$ cat src/rtl/mmio_io_pkg.sv
`default_nettype none
// ============================================================================
// Module      : mmio_io_pkg
// Description : Register map offsets, window size and a clog2 helper shared
//               by the memory-mapped I/O controller and its debounce channels.
// Revision    : 1.0 - initial release
// ============================================================================
package mmio_io_pkg;

    // Input channel registers always start at the bottom of the window.
    localparam int IN_OFS = 0;

    // Ceiling log2 evaluated at elaboration time; clog2(1) = 0.
    function automatic int clog2(input int value);
        int r;
        r = 0;
        for (int i = 0; i < 31; i++) begin
            if ((1 << i) < value) begin
                r = i + 1;
            end
        end
        return r;
    endfunction

    function automatic int out_ofs(input int in_ch);
        return IN_OFS + in_ch;
    endfunction

    function automatic int status_ofs(input int in_ch, input int out_ch);
        return IN_OFS + in_ch + out_ch;
    endfunction

    function automatic int mask_ofs(input int in_ch, input int out_ch);
        return status_ofs(in_ch, out_ch) + 1;
    endfunction

    // Number of word addresses claimed by the controller.
    function automatic int window_size(input int in_ch, input int out_ch);
        return in_ch + out_ch + 2;
    endfunction

endpackage
`default_nettype wire

$ cat src/rtl/io_debounce.sv
`default_nettype none
// ============================================================================
// Module      : io_debounce
// Description : One input channel: multi-flop synchroniser followed by a
//               whole-channel debouncer. change_pulse is high in the cycle
//               whose rising edge commits a new stable value.
// Revision    : 1.0 - initial release
// ============================================================================
module io_debounce
    import mmio_io_pkg::*;
#(
    parameter int WIDTH           = 16,
    parameter int SYNC_STAGES     = 2,
    parameter int DEBOUNCE_CYCLES = 4
) (
    input  logic             clock,
    input  logic             reset,
    input  logic [WIDTH-1:0] pin,
    output logic [WIDTH-1:0] stable,
    output logic             change_pulse
);

    localparam int CNT_W = clog2(DEBOUNCE_CYCLES) + 1;
    localparam logic [CNT_W-1:0] c_cnt_last = CNT_W'(DEBOUNCE_CYCLES - 1);

    logic [SYNC_STAGES-1:0][WIDTH-1:0] r_sync;
    logic [WIDTH-1:0]                  r_cand;
    logic [WIDTH-1:0]                  r_stable;
    logic [CNT_W-1:0]                  r_cnt;
    logic [WIDTH-1:0]                  w_sync_out;
    logic                              w_settled;

    assign w_sync_out = r_sync[SYNC_STAGES-1];

    // Candidate has held long enough and differs from the committed value.
    assign w_settled = (w_sync_out == r_cand) && (r_cand != r_stable) &&
                       (r_cnt == c_cnt_last);

    // Shift the asynchronous pins through the synchroniser chain.
    always_ff @(posedge clock) begin
        if (!reset) begin
            r_sync <= '0;
        end else begin
            r_sync <= {r_sync[SYNC_STAGES-2:0], pin};
        end
    end

    // Track a candidate value; any bounce restarts the stability count.
    always_ff @(posedge clock) begin
        if (!reset) begin
            r_cand   <= '0;
            r_stable <= '0;
            r_cnt    <= '0;
        end else if (w_sync_out != r_cand) begin
            r_cand <= w_sync_out;
            r_cnt  <= '0;
        end else if (r_cand != r_stable) begin
            if (r_cnt == c_cnt_last) begin
                r_stable <= r_cand;
                r_cnt    <= '0;
            end else begin
                r_cnt <= r_cnt + 1'b1;
            end
        end else begin
            r_cnt <= '0;
        end
    end

    assign stable       = r_stable;
    assign change_pulse = w_settled;

endmodule
`default_nettype wire

$ cat src/rtl/mmio_io_ctrl.sv
`default_nettype none
// ============================================================================
// Module      : mmio_io_ctrl
// Description : Memory-mapped I/O block on the dmem bus. Debounced input
//               channels, writable output registers, sticky W1C change
//               status, interrupt mask and a combinational read mux.
// Revision    : 1.0 - initial release
// ============================================================================
module mmio_io_ctrl
    import mmio_io_pkg::*;
#(
    parameter int               BASE_ADDR       = 4096,
    parameter int               WIDTH           = 16,
    parameter int               IN_CH           = 2,
    parameter int               OUT_CH          = 2,
    parameter int               SYNC_STAGES     = 2,
    parameter int               DEBOUNCE_CYCLES = 4,
    parameter logic [WIDTH-1:0] OUT_RESET       = '0
) (
    input  logic                    clock,
    input  logic                    reset,
    input  logic [31:0]             address,
    input  logic                    wren,
    input  logic [31:0]             data_in,
    output logic                    io_hit,
    output logic [31:0]             q_io,
    input  logic [IN_CH*WIDTH-1:0]  pins_in,
    output logic [OUT_CH*WIDTH-1:0] pins_out,
    output logic                    irq
);

    localparam logic [31:0] c_base       = 32'(BASE_ADDR);
    localparam logic [31:0] c_out_ofs    = 32'(out_ofs(IN_CH));
    localparam logic [31:0] c_status_ofs = 32'(status_ofs(IN_CH, OUT_CH));
    localparam logic [31:0] c_mask_ofs   = 32'(mask_ofs(IN_CH, OUT_CH));
    localparam logic [31:0] c_window     = 32'(window_size(IN_CH, OUT_CH));

    logic [31:0]                   w_ofs;
    logic                          w_hit;
    logic                          w_wr;
    logic                          w_status_wr;
    logic                          w_mask_wr;
    logic [IN_CH-1:0]              w_clear;
    logic [IN_CH-1:0][WIDTH-1:0]   w_in_stable;
    logic [IN_CH-1:0]              w_change;
    logic [31:0]                   w_q;
    logic                          w_unused;

    logic [OUT_CH-1:0][WIDTH-1:0]  r_out;
    logic [IN_CH-1:0]              r_status;
    logic [IN_CH-1:0]              r_mask;

    // Addresses below the base wrap to huge offsets and miss the window.
    assign w_ofs       = address - c_base;
    assign w_hit       = (w_ofs < c_window);
    assign w_wr        = wren && w_hit;
    assign w_status_wr = w_wr && (w_ofs == c_status_ofs);
    assign w_mask_wr   = w_wr && (w_ofs == c_mask_ofs);
    assign w_clear     = w_status_wr ? data_in[IN_CH-1:0] : '0;

    // Upper write-data bits are intentionally dropped for narrow registers.
    assign w_unused = ^data_in;

    generate
        for (genvar i = 0; i < IN_CH; i++) begin : g_in_ch
            io_debounce #(
                .WIDTH           (WIDTH),
                .SYNC_STAGES     (SYNC_STAGES),
                .DEBOUNCE_CYCLES (DEBOUNCE_CYCLES)
            ) u_debounce (
                .clock        (clock),
                .reset        (reset),
                .pin          (pins_in[i*WIDTH +: WIDTH]),
                .stable       (w_in_stable[i]),
                .change_pulse (w_change[i])
            );
        end
    endgenerate

    // Output registers load the low WIDTH bits of the write data.
    always_ff @(posedge clock) begin
        if (!reset) begin
            r_out <= {OUT_CH{OUT_RESET}};
        end else if (w_wr) begin
            for (int j = 0; j < OUT_CH; j++) begin
                if (w_ofs == c_out_ofs + 32'(j)) begin
                    r_out[j] <= data_in[WIDTH-1:0];
                end
            end
        end
    end

    // Sticky change bits: clear first, then OR in new events so a set wins.
    always_ff @(posedge clock) begin
        if (!reset) begin
            r_status <= '0;
        end else begin
            r_status <= (r_status & ~w_clear) | w_change;
        end
    end

    // Interrupt enable mask.
    always_ff @(posedge clock) begin
        if (!reset) begin
            r_mask <= '0;
        end else if (w_mask_wr) begin
            r_mask <= data_in[IN_CH-1:0];
        end
    end

    // Zero-extended read mux; every compare fails outside the window.
    always_comb begin
        w_q = '0;
        for (int i = 0; i < IN_CH; i++) begin
            if (w_ofs == 32'(IN_OFS + i)) begin
                w_q[WIDTH-1:0] = w_in_stable[i];
            end
        end
        for (int j = 0; j < OUT_CH; j++) begin
            if (w_ofs == c_out_ofs + 32'(j)) begin
                w_q[WIDTH-1:0] = r_out[j];
            end
        end
        if (w_ofs == c_status_ofs) begin
            w_q[IN_CH-1:0] = r_status;
        end
        if (w_ofs == c_mask_ofs) begin
            w_q[IN_CH-1:0] = r_mask;
        end
    end

    assign io_hit   = w_hit;
    assign q_io     = w_q;
    assign pins_out = r_out;
    assign irq      = |(r_status & r_mask);

endmodule
`default_nettype wire

$ cat config.mk
export PLATFORM = sky130hd
export DESIGN_NAME = mmio_io_ctrl
export DESIGN_NICKNAME = d
export VERILOG_FILES = /design/src/rtl/mmio_io_pkg.sv /design/src/rtl/io_debounce.sv /design/src/rtl/mmio_io_ctrl.sv
export SDC_FILE = /design/constraint.sdc
export NUM_CORES = 1
export LEC_CHECK = 0
export CAP_MARGIN = 20
export CELL_PAD_IN_SITES_DETAIL_PLACEMENT = 1
export CELL_PAD_IN_SITES_GLOBAL_PLACEMENT = 1
export CORE_MARGIN = 2
export CORE_UTILIZATION = 38
export DETAILED_ROUTE_END_ITERATION = 7
export PLACE_DENSITY = 0.89
export SETUP_SLACK_MARGIN = 0.3
export SLEW_MARGIN = 20
export SYNTH_ARGS = -nofsm -noshare
export SYNTH_HDL_FRONTEND = slang
export SYNTH_SLANG_ARGS = --single-unit
$ cat constraint.sdc
create_clock -name clock -period 4.2 [get_ports clock]
set_input_delay 1.26 -clock clock [delete_from_list [all_inputs] [get_ports clock]]
set_output_delay 1.26 -clock clock [all_outputs]
set_load 0.1 [all_outputs]
# Yosys cells after proc, flatten, opt, wreduce, memory -nomap -nowiden
# Index checks and enable logic that the tools add are counted.
[op_classes]
n_lt_le_gt_ge = 1
bitwise = 9
n_reduce_logical = 15
eq_ne = 13
n_mux = 7
n_addsub = 3
[ops]
columns = ["op", "count"]
rows = [
  ["equality test 32 x 2 -> 1 bit, second input constant", 2],
  ["equality test 32 x 3 -> 1 bit, second input constant", 2],
  ["two-way mux 16 bit", 4],
  ["!= test 16 bit", 4],
  ["equality test 16 bit", 2],
  ["equality test 32 x 1 -> 1 bit, second input constant", 1],
  ["logical NOT 32 bit", 1],
  ["< comparator 32 x 3 -> 1 bit, second input constant", 1],
  ["subtractor 32 x 13 -> 32 bit, second input constant", 1],
  ["OR reduction 4 bit", 2],
  ["logical AND 1 bit", 7],
  ["adder 3 x 1 -> 3 bit, second input constant", 2],
  ["equality test 3 x 2 -> 1 bit, second input constant", 2],
  ["two-way mux 2 bit", 3],
  ["AND reduction 3 bit", 2],
  ["inverter 1 bit", 5],
  ["bitwise AND 2 bit", 2],
  ["AND reduction 2 bit", 2],
  ["inverter 2 bit", 1],
  ["bitwise OR 2 bit", 1],
  ["OR reduction 2 bit", 1],
]
[word_totals]
reg_bits = 170

# Longest topological paths before layout
[logic_depth]
word_depth = 8
depth_mapped = 8

# Modules after synthesis
# A second synthesis with hierarchy kept.
[unflattened]
hier_cells = 675
hier_area_um2 = 7171.9
[by_module_without_submodules]
columns = ["mod", "n_inst", "area_each_um2", "cells_each"]
rows = [
  ["io_debounce", 2, 2429.8, 224],
  ["mmio_io_ctrl", 1, 2312.2, 227],
]

# Worst setup path after synthesis
# OpenSTA, ideal clock, no wires.
[synth_timing]
kind = "input-to-output"
startpoint = "input address[24]"
endpoint = "output q_io[10]"
stages = 6
setup_slack_ps = -791
arrival_ps = 3731
required_time_ps = 2940
cell_sequence = "nor4_1 > nand4_1 > or2_2 > clkbuf_1 > buf_1 > nor2_1"
[synth_via]
elab_chain_cells = 6
word_cells_on_any_way = 9
[synth_lines]
columns = ["item", "line_no", "text"]
rows = [
  ["start, declared", "mmio_io_ctrl.sv:22", "input logic [31:0] address,"],
  ["subtractor 32 x 13 -> 32 bit *", "mmio_io_ctrl.sv:54", "assign w_ofs = address - c_base;"],
  ["logical NOT 32 bit", "mmio_io_ctrl.sv:115", "if (w_ofs == 32'(IN_OFS + i)) begin"],
  ["two-way mux 16 bit (2 in a row)", "mmio_io_ctrl.sv:115", ""],
  ["two-way mux 16 bit", "mmio_io_ctrl.sv:120", "if (w_ofs == c_out_ofs + 32'(j)) begin"],
  ["two-way mux 16 bit *", "mmio_io_ctrl.sv:120", ""],
  ["end, declared", "mmio_io_ctrl.sv:26", "output logic [31:0] q_io,"],
]
# Mark *: on every way between the ends. The rest lies on a longest branch, timed or not.

# Final worst setup path
[layout_timing]
startpoint = "input address[0]"
endpoint = "output q_io[9]"
# Same word-level chain as after synthesis.

==> impl_metrics.json <==
{
  "worst_hold_check_path_type": "register to register",
  "first_pass_grt_wire_length_um": 30930,
  "worstRegToRegCells": 6,
  "sequential_cell_area_mm2": 0.003403,
  "drt-wirelength-per-cell_um": 18.46,
  "vdd_drop_max_uv": 304.6,
  "worst_pin_slew_ns": 1.041,
  "cts_root_buffer": "sky130_fd_sc_hd__clkbuf_16",
  "syn_avg_cell_area_um2": 10.08,
  "nFillCells": 1927,
  "max_clock_skew_ns": 0.01320,
  "p_switching_mw": 0.8723,
  "multi_input_area_mm2": 0.003746,
  "initial_util_pct": 38.93,
  "post_synthesis_simple_gate_area_fraction_pct": 22.11,
  "ioPinCount": 165,
  "syn_to_final_growth_pct": 41.58,
  "remaining_drc_errors": 0,
  "min_period_ns": 3.878,
  "diodes": 0,
  "synthCells": 696,
  "place.detailed.instances": 1040,
  "maxClockFrequency_mhz": 257.9,
  "dp_hpwl_um": 12940,
  "synthXorXnorAreaFrac_pct": 8.113,
  "cp.required_ns": 2.94,
  "layout.nets": 951,
  "clock_power_share_pct": 44.5,
  "power_mw": 3.554,
  "yosys_most_used_dff": "sky130_fd_sc_hd__dfxtp_1",
  "critical_path.startpoint_type": "input port",
  "tritoncts_num_sinks": 170,
  "leakage_nw": 3.692,
  "worst-setup-path-type": "input port to primary output",
  "most-common-layout-cells": "sky130_fd_sc_hd__dfxtp_1, sky130_fd_sc_hd__and2_1, sky130_fd_sc_hd__clkdlybuf4s50_1, sky130_fd_sc_hd__mux2i_1, sky130_fd_sc_hd__nand2_1",
  "grt_max_degree": 139,
  "initial_antenna_violation_count": 0,
  "yosys_warnings": 0,
  "clk_transition_reported_paths_ns": 0.06,
  "port-buffer-count": 132,
  "drt_first_iter_violations": 223,
  "synth_cell_types": 35,
  "post_route_setup_tns_ns": 0,
  "power_density_mw_per_mm2": 357.7,
  "first_pass_iters": 4,
  "global_route_usage_sum_pct": 20.26,
  "final-setup-viol-count": 0,
  "gp_congestion": 0.7883,
  "via_count": 5365,
  "drt.antenna.violating_nets": 0,
  "vias_per_cell": 4.922,
  "setup_slack_reg_to_reg_ns": 1.92,
  "floorplan.die.width_um": 139.9,
  "core_area_mm2": 0.01802,
  "route.final.wire_length_um": 20120,
  "crit_arrival_ns": 2.62,
  "layoutNonFillerInstCount": 1090,
  "share_comb_of_total_power_pct": 8.4,
  "path_max_fanout": 5,
  "asyncSetResetFlopFracSynth_pct": 0,
  "post_route_cells_drive_above_1_share_pct": 20.67,
  "cts_buffers": 17,
  "final_common_cell": "sky130_fd_sc_hd__dfxtp_1",
  "clock_tree.buffer_depth": 2,
  "timing.slew.headroom_pct": 30.39,
  "fp.dieH_um": 139.9,
  "synth_area_mm2": 0.007017,
  "worst_setup_path_end_kind": "primary output",
  "internal_pwr_total_mw": 2.681,
  "status": "completed",
  "number_of_global_route_vias_before_repair": 5691,
  "grt_setup_unrepaired": "true",
  "hold_depth": 1,
  "yosysSeqAreaShare_pct": 48.50,
  "drv.max_cap_violation_count": 0,
  "die_area_mm2": 0.01957,
  "layout_worst_path_cycle_share_pct": 92.33,
  "overflow": 0,
  "clock_latency_ns": 0.43,
  "rows": 49,
  "clock_tree.htree_level_count": 4,
  "compound_cell_area_share_of_the_yosys_netlist_pct": 3.406,
  "post_synth_fa_ha_maj_area_fraction_pct": 0.7133,
  "power.share.switching_pct": 24.55,
  "ys_ff_latch": 170,
  "tritoncts": "yes",
  "slew_viol_final": 0,
  "proportion_of_power_drawn_by_flip_flops_and_latches_pct": 47.1,
  "cts.hold.buffers_added": 0,
  "hold_viol": 0,
  "synthMuxAreaShare_pct": 12.62,
  "synth_top_family_by_area": "simple AND/OR/NAND/NOR gates",
  "synth_edf_count": 0
}
==> layout make-up <==
type                       instances  share of cell area (%)
sequential                       170                   34.26
clock buffer                      21                   4.836
timing repair buffer             174                   18.97
tap                              229                   2.884
clock inverter                    11                   1.234
inverter                           3                  0.1134
multi-input combinational        482                   37.71
==> cell usage after synthesis, types with 3 or more instances <==
| cell type | number | area (um2) |
|---|---|---|
| sky130_fd_sc_hd__ha_1 | 4 | 50.05 |
| sky130_fd_sc_hd__a21oi_1 | 15 | 75.07 |
| sky130_fd_sc_hd__clkbuf_1 | 29 | 108.9 |
| sky130_fd_sc_hd__nand2_1 | 65 | 244.0 |
| sky130_fd_sc_hd__buf_4 | 18 | 135.1 |
| sky130_fd_sc_hd__buf_2 | 5 | 25.02 |
| sky130_fd_sc_hd__dfxtp_1 | 170 | 3403 |
| sky130_fd_sc_hd__a2bb2oi_1 | 14 | 122.6 |
| sky130_fd_sc_hd__nor4_1 | 14 | 87.58 |
| sky130_fd_sc_hd__nor2b_1 | 39 | 244.0 |
| sky130_fd_sc_hd__nor2_1 | 34 | 127.6 |
| sky130_fd_sc_hd__nand4_1 | 11 | 68.82 |
| sky130_fd_sc_hd__xor2_1 | 33 | 289.0 |
| sky130_fd_sc_hd__inv_1 | 3 | 11.26 |
| sky130_fd_sc_hd__mux2i_1 | 84 | 840.8 |
| sky130_fd_sc_hd__nor4b_1 | 3 | 26.28 |
| sky130_fd_sc_hd__xnor2_1 | 32 | 280.3 |
| sky130_fd_sc_hd__and2_1 | 98 | 613.1 |
==> timing repair <==
item,4_1_cts,5_1_grt
endpoints found under the setup margin,17,51
gates cloned,2,3
pin swaps,11,15
buffers inserted,12,1
resized for setup,114,52
hold endpoints to repair,0,0
==> registers in the layout, summed over array words and instances, names as in the netlist <==
| register | cells |
|---|---|
| g_in_ch.u_debounce.r_cnt | 6 |
| pins_out | 32 |
| g_in_ch.u_debounce.w_sync_out | 32 |
| g_in_ch.u_debounce.r_cand | 32 |
| r_status | 2 |
| g_in_ch.u_debounce.r_sync | 32 |
| r_mask | 2 |
| g_in_ch.u_debounce.stable | 32 |
==> critical path, stage by stage <==
cell                        delay [ns]
sky130_fd_sc_hd__buf_4            0.16
sky130_fd_sc_hd__clkbuf_16        0.19
sky130_fd_sc_hd__mux2i_4          0.25
sky130_fd_sc_hd__nor2_1           0.09
sky130_fd_sc_hd__a21oi_2          0.16
sky130_fd_sc_hd__a2bb2oi_2        0.27
sky130_fd_sc_hd__nor2_4           0.07
sky130_fd_sc_hd__buf_12           0.17
==> stage by stage <==
| step | cell area, um2 | util [%] | setup slack (ns) | hold WS, ns |
|---|---|---|---|---|
| CTS | 9743 | 54.05 | 0.3001 | 0.4317 |
| detailed placement | 8975 | 49.79 | -0.1567 | 0.4199 |
| global route | 9935 | 55.12 | 0.2462 | 0.4432 |
| global placement | 8975 | 49.79 | -0.1088 | 0.4078 |
| floorplan | 7281 | - | 0.1195 | 0.3984 |
| finish | 9935 | 55.12 | 0.3219 | 0.4252 |
==> kinds of logic (layout without fill, tap and decap cells) <==
family,count (synthesis),after routing
adders and majority gates,4,4
and+or+nand+nor,277,277
DFF,170,170
AOI/OAI and AO/OA,34,34
xor gates and xnor gates,65,65
buffers and inverters,59,209
muxes,86,86
other,1,16
==> power by group through the flow <==
stage                     logic, mW  clock network [mW]  registers (mW)
after global routing          0.319                1.69            1.68
final                         0.299                1.58            1.67
after detailed placement      0.286                   0            1.71
after CTS                     0.289                1.61            1.67
after global placement        0.280                   0            1.71
after floorplan               0.181                   0            1.70
==> layer usage <==
| metal | GRT usage (%) | share of wire [%] |
|---|---|---|
| met1 | 24.35 | 42 |
| met2 | 35.46 | 50 |
| met3 | 4.646 | 5.5 |
| met4 | 7.263 | 2.2 |
| met5 | 0 | 0 |
==> final timing paths <==
kind                                         from                         endpoint
hold reg to reg    g_in_ch[1].u_debounce.r_cnt[0]   g_in_ch[1].u_debounce.r_cnt[0]
hold / removal     g_in_ch[1].u_debounce.r_cnt[0]   g_in_ch[1].u_debounce.r_cnt[0]
setup / recovery                       address[0]                          q_io[9]
setup reg to reg  g_in_ch[1].u_debounce.r_cand[9]  g_in_ch[1].u_debounce.stable[3]
Power figures use the tool's default switching activity.
